--- src/rtl/spi_flash_cmd_seq.sv ---
// SPI flash command sequencer: frames RDID/RDSR/READ/WREN around a byte-wide shift engine.
// Optional per-exchange timeout abort is compiled in with `define SPI_SEQ_TIMEOUT_EN.
module spi_flash_cmd_seq #(
  parameter int unsigned CS_SETUP_CYC = 2,
  parameter int unsigned CS_HOLD_CYC  = 2,
  parameter int unsigned CS_DESEL_CYC = 4,
  parameter int unsigned TIMEOUT_CYC  = 1024
) (
  input  logic        clk,
  input  logic        reset,
  input  logic        cmd_valid,
  output logic        cmd_ready,
  input  logic [1:0]  cmd_op,
  input  logic [23:0] cmd_addr,
  input  logic [7:0]  cmd_len,
  output logic        rsp_valid,
  output logic [7:0]  rsp_data,
  output logic        rsp_last,
  output logic        busy,
  output logic        err,
  output logic        cs_n,
  output logic        xfer_start,
  output logic [7:0]  xfer_tx,
  input  logic        xfer_done,
  input  logic [7:0]  xfer_rx
);
  localparam int unsigned MAX_A = (CS_SETUP_CYC > CS_HOLD_CYC) ? CS_SETUP_CYC : CS_HOLD_CYC;
  localparam int unsigned MAX_B = (MAX_A > CS_DESEL_CYC) ? MAX_A : CS_DESEL_CYC;
  localparam int unsigned MAX_C = (MAX_B > 256) ? MAX_B : 256;
  localparam int unsigned CNT_W = $clog2(MAX_C + 1);
  localparam int unsigned TMO_W = $clog2(TIMEOUT_CYC + 1);

  localparam logic [1:0] OP_RDID = 2'd0;
  localparam logic [1:0] OP_RDSR = 2'd1;
  localparam logic [1:0] OP_READ = 2'd2;

  typedef enum logic [2:0] {
    S_IDLE, S_SETUP, S_OPCODE, S_ADDR, S_DATA, S_HOLD, S_DESEL
  } state_e;

  typedef struct packed {
    logic [1:0]  op;
    logic [23:0] addr;
    logic [7:0]  len;
  } cmd_t;

  state_e           state_q, state_d;
  cmd_t             cmd_q, cmd_d;
  logic [CNT_W-1:0] cnt_q, cnt_d;
  logic             pend_q, pend_d;
  logic             rsp_valid_q, rsp_valid_d;
  logic [7:0]       rsp_data_q, rsp_data_d;
  logic             rsp_last_q, rsp_last_d;
  logic             xchg, start, fin, tmo_hit;
  logic [7:0]       tx_byte;

  // pend_q marks an exchange in flight; a new start only issues once it clears
  assign xchg  = state_q inside {S_OPCODE, S_ADDR, S_DATA};
  assign start = xchg && !pend_q;
  assign fin   = xchg && pend_q && xfer_done;

`ifdef SPI_SEQ_TIMEOUT_EN
  logic [TMO_W-1:0] tmo_q, tmo_d;
  logic             err_q, err_d;

  // tmo_q equals the number of cycles elapsed since the outstanding xfer_start
  assign tmo_d   = start ? TMO_W'(1) : (pend_q ? tmo_q + 1'b1 : '0);
  assign tmo_hit = xchg && pend_q && !xfer_done && (tmo_q >= TMO_W'(TIMEOUT_CYC - 1));
  assign err_d   = tmo_hit;
  assign err     = err_q;

  always_ff @(posedge clk) begin
    if (reset) begin
      tmo_q <= '0;
      err_q <= 1'b0;
    end else begin
      tmo_q <= tmo_d;
      err_q <= err_d;
    end
  end
`else
  logic [TMO_W-1:0] unused_tmo;
  assign unused_tmo = '0;
  assign tmo_hit    = 1'b0;
  assign err        = 1'b0;
`endif

  always_ff @(posedge clk) begin
    if (reset) begin
      state_q     <= S_IDLE;
      cmd_q       <= '0;
      cnt_q       <= '0;
      pend_q      <= 1'b0;
      rsp_valid_q <= 1'b0;
      rsp_data_q  <= 8'h00;
      rsp_last_q  <= 1'b0;
    end else begin
      state_q     <= state_d;
      cmd_q       <= cmd_d;
      cnt_q       <= cnt_d;
      pend_q      <= pend_d;
      rsp_valid_q <= rsp_valid_d;
      rsp_data_q  <= rsp_data_d;
      rsp_last_q  <= rsp_last_d;
    end
  end

  always_comb begin
    state_d     = state_q;
    cmd_d       = cmd_q;
    cnt_d       = cnt_q;
    pend_d      = pend_q;
    rsp_valid_d = 1'b0;
    rsp_data_d  = rsp_data_q;
    rsp_last_d  = 1'b0;
    if (start) pend_d = 1'b1;
    if (fin)   pend_d = 1'b0;
    unique case (state_q)
      S_IDLE: if (cmd_valid) begin
        state_d = S_SETUP;
        cmd_d   = '{op: cmd_op, addr: cmd_addr, len: cmd_len};
        cnt_d   = CNT_W'(CS_SETUP_CYC - 1);
      end
      S_SETUP: if (cnt_q == '0) state_d = S_OPCODE;
               else cnt_d = cnt_q - 1'b1;
      S_OPCODE: if (fin) begin
        case (cmd_q.op)
          OP_READ: begin state_d = S_ADDR; cnt_d = CNT_W'(2); end
          OP_RDID: begin state_d = S_DATA; cnt_d = CNT_W'(2); end
          OP_RDSR: begin state_d = S_DATA; cnt_d = '0; end
          default: begin state_d = S_HOLD; cnt_d = CNT_W'(CS_HOLD_CYC - 1); end
        endcase
      end
      S_ADDR: if (fin) begin
        if (cnt_q == '0) begin
          state_d = S_DATA;
          cnt_d   = CNT_W'(cmd_q.len);
        end else cnt_d = cnt_q - 1'b1;
      end
      S_DATA: if (fin) begin
        rsp_valid_d = 1'b1;
        rsp_data_d  = xfer_rx;
        rsp_last_d  = (cnt_q == '0);
        if (cnt_q == '0) begin
          state_d = S_HOLD;
          cnt_d   = CNT_W'(CS_HOLD_CYC - 1);
        end else cnt_d = cnt_q - 1'b1;
      end
      S_HOLD: if (cnt_q == '0) begin
        state_d = S_DESEL;
        cnt_d   = CNT_W'(CS_DESEL_CYC - 1);
      end else cnt_d = cnt_q - 1'b1;
      S_DESEL: if (cnt_q == '0) state_d = S_IDLE;
               else cnt_d = cnt_q - 1'b1;
      default: state_d = S_IDLE;
    endcase
    if (tmo_hit) begin
      state_d = S_HOLD;
      cnt_d   = CNT_W'(CS_HOLD_CYC - 1);
      pend_d  = 1'b0;
    end
  end

  always_comb begin
    tx_byte = 8'h00;
    unique case (state_q)
      S_OPCODE: case (cmd_q.op)
        OP_RDID: tx_byte = 8'h9F;
        OP_RDSR: tx_byte = 8'h05;
        OP_READ: tx_byte = 8'h03;
        default: tx_byte = 8'h06;
      endcase
      // address bytes go MSB first while cnt_q walks 2,1,0
      S_ADDR: tx_byte = (cnt_q == CNT_W'(2)) ? cmd_q.addr[23:16] :
                        (cnt_q == CNT_W'(1)) ? cmd_q.addr[15:8] : cmd_q.addr[7:0];
      default: tx_byte = 8'h00;
    endcase
    cmd_ready  = (state_q == S_IDLE) && !reset;
    busy       = (state_q != S_IDLE);
    cs_n       = state_q inside {S_IDLE, S_DESEL};
    xfer_start = start;
    xfer_tx    = start ? tx_byte : 8'h00;
    rsp_valid  = rsp_valid_q;
    rsp_data   = rsp_data_q;
    rsp_last   = rsp_last_q;
  end
endmodule

--- config.mk ---
export PLATFORM = sky130hd
export DESIGN_NAME = spi_flash_cmd_seq
export DESIGN_NICKNAME = d
export VERILOG_FILES = /design/src/rtl/spi_flash_cmd_seq.sv
export SDC_FILE = /design/constraint.sdc
export NUM_CORES = 1
export LEC_CHECK = 0
export ABC_AREA = 1
export CORE_ASPECT_RATIO = 0.7
export CORE_UTILIZATION = 45
export CTS_CLUSTER_SIZE = 14
export DETAILED_ROUTE_END_ITERATION = 10
export MAX_ROUTING_LAYER = met4
export PLACE_DENSITY_LB_ADDON = 0.12
export SYNTH_ARGS = -nofsm -noshare
export SYNTH_HDL_FRONTEND = slang
export SYNTH_SLANG_ARGS = --single-unit
export TNS_END_PERCENT = 5
--- constraint.sdc ---
create_clock -name clk -period 1.5 [get_ports clk]
set_input_delay 0.3 -clock clk [delete_from_list [all_inputs] [get_ports clk]]
set_output_delay 0.3 -clock clk [all_outputs]
set_load 0.03 [all_outputs]
After elaboration in Yosys (flattened, before gate mapping)
Index checks and enable logic that the tools add are counted.
{"block": "word_totals", "regBits": 57, "latchBits": 0, "mem_bits_rw": 0, "rom_bits": 0, "input_bits": 46, "output_inout_bits": 23, "elab_cells": 82, "n_memories": 0}
{"block": "op_classes", "n_addsub": 1, "multipliers": 0, "div_mod_pow": 0, "order_cmp": 0, "eq_ne": 20, "n_shift": 0, "mux": 27, "bitwise_logic": 2, "reduce_logical": 23}
{"op": "9-bit two-way mux", "count": 8}
{"op": "9-bit case mux with 6 select lines", "count": 1}
{"op": "3-bit two-way mux", "count": 9}
{"op": "8-bit two-way mux", "count": 3}
{"op": "8-bit case mux with 3 select lines", "count": 1}
{"op": "3-bit case mux with 7 select lines", "count": 1}
{"op": "2-bit inequality test, second input constant", "count": 8}
{"op": "8-bit case mux with 2 select lines", "count": 1}
{"op": "2-bit OR reduction", "count": 5}
{"op": "3-bit equality test, second input constant", "count": 3}
{"op": "9-bit by 1-bit equality test with 1-bit output, second input constant", "count": 1}
{"op": "9-bit by 2-bit equality test with 1-bit output, second input constant", "count": 1}
{"op": "9-bit logical NOT", "count": 1}
{"op": "9-bit AND reduction", "count": 1}
{"op": "9-bit by 1-bit subtractor with 9-bit output, second input constant", "count": 1}
{"op": "3-bit by 2-bit equality test with 1-bit output, second input constant", "count": 2}
{"op": "3-bit case mux with 2 select lines", "count": 1}
{"op": "6-bit AND reduction", "count": 1}
{"op": "3-bit nonzero test", "count": 2}
{"op": "6-bit nonzero test", "count": 1}
{"op": "1-bit logical AND", "count": 4}
{"op": "2-bit by 1-bit inequality test with 1-bit output, second input constant", "count": 2}
{"op": "2-bit case mux with 2 select lines", "count": 1}
{"op": "2-bit AND reduction", "count": 2}
{"op": "10 further kinds", "count": 12}

Longest topological paths before layout
Gate-level depths: netlist of the first run.
{"block": "logic_depth", "word_depth": 6, "ltp_mapped": 12, "depth_no_buf": 12}

Worst setup path after synthesis of the first run
OpenSTA, ideal clock, no wires.
{"block": "synth_timing", "path_kind": "register to output", "start": "register cnt_q[0]", "end": "output xfer_tx[0]", "arrival_time_ns": 1.694, "required_time_ns": 1.200, "setup_slack_ns": -0.494, "stages_incl_launch_ff": 8, "n_path_buf": 1, "path_cell_list": "dfxtp_1 -> inv_1 -> ha_1 -> nand3_1 -> nor2_1 -> buf_2 -> o21ai_0 -> a21oi_1"}
{"block": "synth_between", "elab_chain_len": 5, "elab_cells_between_ends": 6, "cone_classes": "eq/ne (2); mux (4)"}
{"element": "start: declaration", "line_no": "49", "rtl": "logic [CNT_W-1:0] cnt_q, cnt_d;"}
{"element": "start signal: assignment", "line_no": "100", "rtl": "cnt_q <= cnt_d;"}
{"element": "9-bit by 1-bit equality test with 1-bit output", "line_no": "175", "rtl": "(cnt_q == CNT_W'(1)) ? cmd_q.addr[15:8] : cmd_q.addr[7:0];"}
{"element": "8-bit two-way mux", "line_no": "175"}
{"element": "8-bit two-way mux *", "line_no": "174", "rtl": "S_ADDR: tx_byte = (cnt_q == CNT_W'(2)) ? cmd_q.addr[23:16] :"}
{"element": "8-bit case mux with 2 select lines *", "line_no": "166", "rtl": "unique case (state_q)"}
{"element": "8-bit two-way mux *", "line_no": "182", "rtl": "xfer_tx = start ? tx_byte : 8'h00;"}
{"element": "end: declaration", "line_no": "23", "rtl": "output logic [7:0] xfer_tx,"}
Every way passes the cells marked *; elsewhere a longest branch is shown, timed or not.

Worst setup path after layout of the first run
{"block": "layout_timing", "start": "register cnt_q[3]", "end": "output xfer_tx[3]"}
The elaborated chain is that of the path after synthesis.

==> out/summary.log, run 1 <==
qor: run_status.run_status complete, but fails checks
qor: run_status.failed_checks design-rule violations, negative setup slack
qor: worst_hold_path.min_to cmd_q[3]$_SDFFE_PP0P_
qor: worst_hold_path.min_path_type reg2reg
qor: floorplanning.die-height 69.0 um
qor: grt.grt_max_degree 65
qor: detailed_routing.first_pass_iters 8
qor: detailed_routing.postRouteAntennaNets 0
qor: worst_setup_path.cp_data_required_time 1.20 ns
qor: grt.grt_antenna_before_repair 0
qor: clock_network.htree_num_levels 3
qor: yosys.seq_area_frac_synth 0.395
qor: worst_setup_path.critPathMaxFanout 16
qor: yosys.avg_inst_size_synth 6.96 um^2
qor: worst_setup_path.critical_path.slowest_cell dfxtp_2
qor: worst_setup_path.cpLargestDelayFamily buffers and inverters
qor: power_and_ir_drop.power.share.clock 0.159
qor: yosys.asyncSetResetFlopFracSynth 0
qor: sta.slew_viol_final 0
qor: grt.grt.total_usage 0.269
qor: yosys.synth.cells.most_frequent 77 x nand2_1, 69 x a21oi_1, 57 x dfxtp_1, 57 x o21ai_0, 54 x inv_1
qor: detailed_routing.route.final.wire_length 8170 um
qor: place.place_inst 592
qor: worst_setup_path.cp_data_arrival_time 1.77 ns
qor: yosys.cell_area_after_synthesis 2890 um^2
qor: floorplanning.design.core.area 6220 um^2
qor: power_and_ir_drop.combPwrFrac 0.609
qor: cells_and_area.post_route_cells_drive_above_1_share 0.257
qor: yosys.synthesis.nets 464
qor: cells_and_area.multi_input_comb_area 1560 um^2
qor: worst_setup_path.crit_chain nor2_4 > buf_4 > nand4_1 > buf_6 > o21ai_1 > o21ai_1 > a21oi_2 > buf_6
qor: sta.final.min_clock_period 2.07 ns
qor: yosys.synth.top_cells.by_area dfxtp_1 40%, a21oi_1 12%, nand2_1 10%
qor: floorplanning.ios 69
qor: worst_hold_path.min_delay_path_depth 2
qor: run.max_cap_violations 0
qor: worst_setup_path.crit-reg2reg-capture cnt_q[6]$_SDFFE_PP0P_
qor: yosys.yosys.area.top_type dfxtp_1
qor: sta.max_freq 482 MHz
qor: power_and_ir_drop.netSwitchingPower 4.33 mW
qor: detailed_routing.initialDrtViolationCount 174
qor: cells_and_area.net_count_final 577
qor: worst_setup_path.rr_startpoint cnt_q[0]$_SDFFE_PP0P_
qor: cells_and_area.area_growth 52.6%
qor: yosys.synthesis.instances 415
qor: sta.finalHoldViolCount 0
qor: grt.grt_pass1_vias 2,895
qor: detailed_routing.detail_route.vias_per_cell 5.03
qor: sta.post-route-period-util 1.38
qor: worst_setup_path.largest_incremental_delay_on_the_critical_path 0.33 ns
qor: worst_setup_path.critical_path_source_type flop
qor: cells_and_area.fillers 517
qor: detailed_routing.routed-via-count 3,073
qor: sta.setup_repair_after_global_routing_missed_its_margin yes
qor: power_and_ir_drop.netSwitchingFraction 0.444
qor: power_and_ir_drop.seq_power_share 0.232
qor: place.port_buffers 67
qor: cells_and_area.antenna_cells_inserted 0
qor: sta.setup_slack -0.574 ns
qor: clock_network.cts_root_buffer clkbuf_8
qor: power_and_ir_drop.p_leak 1.90 nW
qor: worst_hold_path.hold_crit_start cmd_q[3]$_SDFFE_PP0P_
qor: sta.worst_clock_skew 0.00485 ns
qor: clock_network.tritoncts_clock_tree done
qor: sta.setup_viol 24
qor: grt.grt_pass1_wl 13,800 um
qor: yosys.synth.ff_latch_count 57
qor: place.gp_congestion 0.869
qor: clock_network.clkSlewWorstSetupHoldPaths 0.06 ns
qor: clock_network.clockBufferDepth 2
qor: place.post-place-ws -0.321 ns
qor: worst_setup_path.regToRegSetupSlack -0.36 ns
qor: detailed_routing.detail_route.wl_per_cell 13.4 um
qor: yosys.synth_edf_count 0
qor: floorplanning.fp.dieW 97.7 um
qor: worst_setup_path.critical_path.endpoint_type output pin
qor: worst_setup_path.path_class reg2out
qor: clock_network.clkSinkCount 57
qor: floorplanning.full_die_area 6740 um^2
qor: clock_network.cts-hold-fix-buffers 0
qor: clock_network.worst_skew_pair.late_latency 0.35 ns
qor: worst_setup_path.critical_path_buffer_and_inverter_count 3
qor: clock_network.tritoncts.num_buffers 9
qor: place.dpl.hpwl 5970 um
qor: power_and_ir_drop.vdd.ir_drop.worst 1780 uV
qor: floorplanning.placementRows 24
qor: cells_and_area.final-instance-count-excl-fill 611
qor: yosys.synth.most_common_cell nand2_1
qor: cells_and_area.area.sequential 1160 um^2
qor: power_and_ir_drop.power.total 9.77 mW
qor: detailed_routing.remaining_drc_errors 4
qor: floorplanning.initial_core_utilization 0.464
qor: power_and_ir_drop.cellInternalPower 5.44 mW
qor: worst_setup_path.worst_r2r_path_depth 12
qor: grt.grt_overflow 0
qor: power_and_ir_drop.power-per-cell-area 2220 nW/um^2
qor: yosys.ys.flop_type dfxtp_1
qor: yosys.yosys.cell_types.count 33
qor: yosys.synth_largest_type_area_fraction 0.395
qor: yosys.synth_warnings 0
==> layout make-up <==
class	instances	share of cell area
inverter	59	0.0528
clock inverter	6	0.0188
sequential	57	0.263
multi-input combinational	280	0.354
tap	78	0.0222
clock buffer	10	0.0290
timing repair buffer	121	0.261
==> per-stage QoR <==
stage	util	hold WS [ns]	TNS (ns)	instance area (um^2)
after global routing	0.709	0.478	-11.05	4400
after global placement	0.638	0.436	-4.42	3970
after floorplan	-	0.378	-3.15	2920
final	0.709	0.452	-8.32	4400
after detailed placement	0.638	0.440	-5.79	3970
after CTS	0.700	0.451	-8.17	4350
==> sequential cells by signal (all words and copies together), names as in the netlist <==
name and count:
state_q 3, cnt_q 9, rsp_valid 1, pend_q 1, rsp_last 1, cmd_q 34, rsp_data 8
==> logic make-up (layout without fill, tap and decap cells) <==
logic type / after synthesis / in the layout / synth area share
AOI/OAI and AO/OA: 136 / 136 / 0.242
and+or+nand+nor: 135 / 135 / 0.217
buffers and inverters: 78 / 196 / 0.116
DFF: 57 / 57 / 0.395
xor gates and xnor gates: 5 / 5 / 0.0152
adders and majority gates: 3 / 3 / 0.0130
other: 1 / 1 / 0.00130
==> worst reg2reg max path: cells and delay by family (launching register included) <==
| family | cells | cell delay, ns |
|---|---|---|
| AO/OA/AOI/OAI | 1 | 0.17 |
| flip-flops | 1 | 0.33 |
| buffers and inverters | 3 | 0.32 |
| AND/OR/NAND/NOR | 7 | 0.77 |
| adder cells (fa/ha/maj) | 1 | 0.18 |
==> power by group through the flow <==
stage	Clock (mW)	Combinational [mW]	Sequential [mW]
2_1_floorplan	0	3.35	2.20
3_3_place_gp	0	5.22	2.24
3_5_place_dp	0	5.31	2.24
4_1_cts	1.58	5.77	2.25
5_1_grt	1.65	6.58	2.32
6_report	1.55	5.95	2.27
==> placed cells by master (no fill, tap or decap), types with 3 or more instances in the layout <==
master	count
nand2_4	3
o21ai_1	15
nand3_1	23
nor2_4	6
dfxtp_4	3
buf_6	15
dfxtp_1	50
a21oi_2	10
nand2_1	75
buf_12	3
nand3_2	3
inv_1	51
o21ai_0	43
xor2_1	5
nand2_2	4
nand4_1	3
dlygate4sd2_1	10
a21oi_1	58
clkinv_2	3
nor2_1	10
o21ai_2	5
clkdlybuf4s50_1	45
clkbuf_8	9
inv_2	5
dfxtp_2	4
buf_4	47
==> repair_timing <==
| item | in CTS | in global routing |
|---|---|---|
| cloned | 1 | 0 |
| resized for setup | 54 | 16 |
| pin swaps | 10 | 0 |
| buffers inserted | 2 | 0 |
| setup endpoints to repair | 42 | 33 |
==> worst max path at each step <==
stage                                     start                     to  slack, ns  cells past startpoint
after floorplan           cnt_q[4]$_SDFFE_PP0P_             xfer_tx[0]      -0.31                      8
after global placement    cnt_q[5]$_SDFFE_PP0P_             xfer_tx[2]      -0.28                      9
after detailed placement  cnt_q[0]$_SDFFE_PP0P_  cnt_q[6]$_SDFFE_PP0P_      -0.32                     12
after CTS                 cnt_q[3]$_SDFFE_PP0P_             xfer_tx[0]      -0.55                      8
after global routing      cnt_q[5]$_SDFFE_PP0P_             xfer_tx[3]      -0.67                      9
final                     cnt_q[3]$_SDFFE_PP0P_             xfer_tx[3]      -0.57                      8
==> layer usage <==
layer,share of wire,GRT usage,vias to the layer above
met5,0,-,-
met3,0.077,0.0700,14
li1,-,-,1585
met1,0.49,0.377,1375
met4,0.016,0.0875,0
met2,0.41,0.374,99
Power figures use the tool's default switching activity.
==> inputs of run 2 (changes only) <==
--- a/config.mk
+++ b/config.mk
@@ -8,6 +8,7 @@
 export ABC_AREA = 1
 export CORE_ASPECT_RATIO = 0.7
 export CORE_UTILIZATION = 45
+export CTS_CLUSTER_DIAMETER = 50
 export CTS_CLUSTER_SIZE = 14
 export DETAILED_ROUTE_END_ITERATION = 10
 export MAX_ROUTING_LAYER = met4
==> results of run 2 <==
Final layout, timing and power as in run 1 (identical DEF).
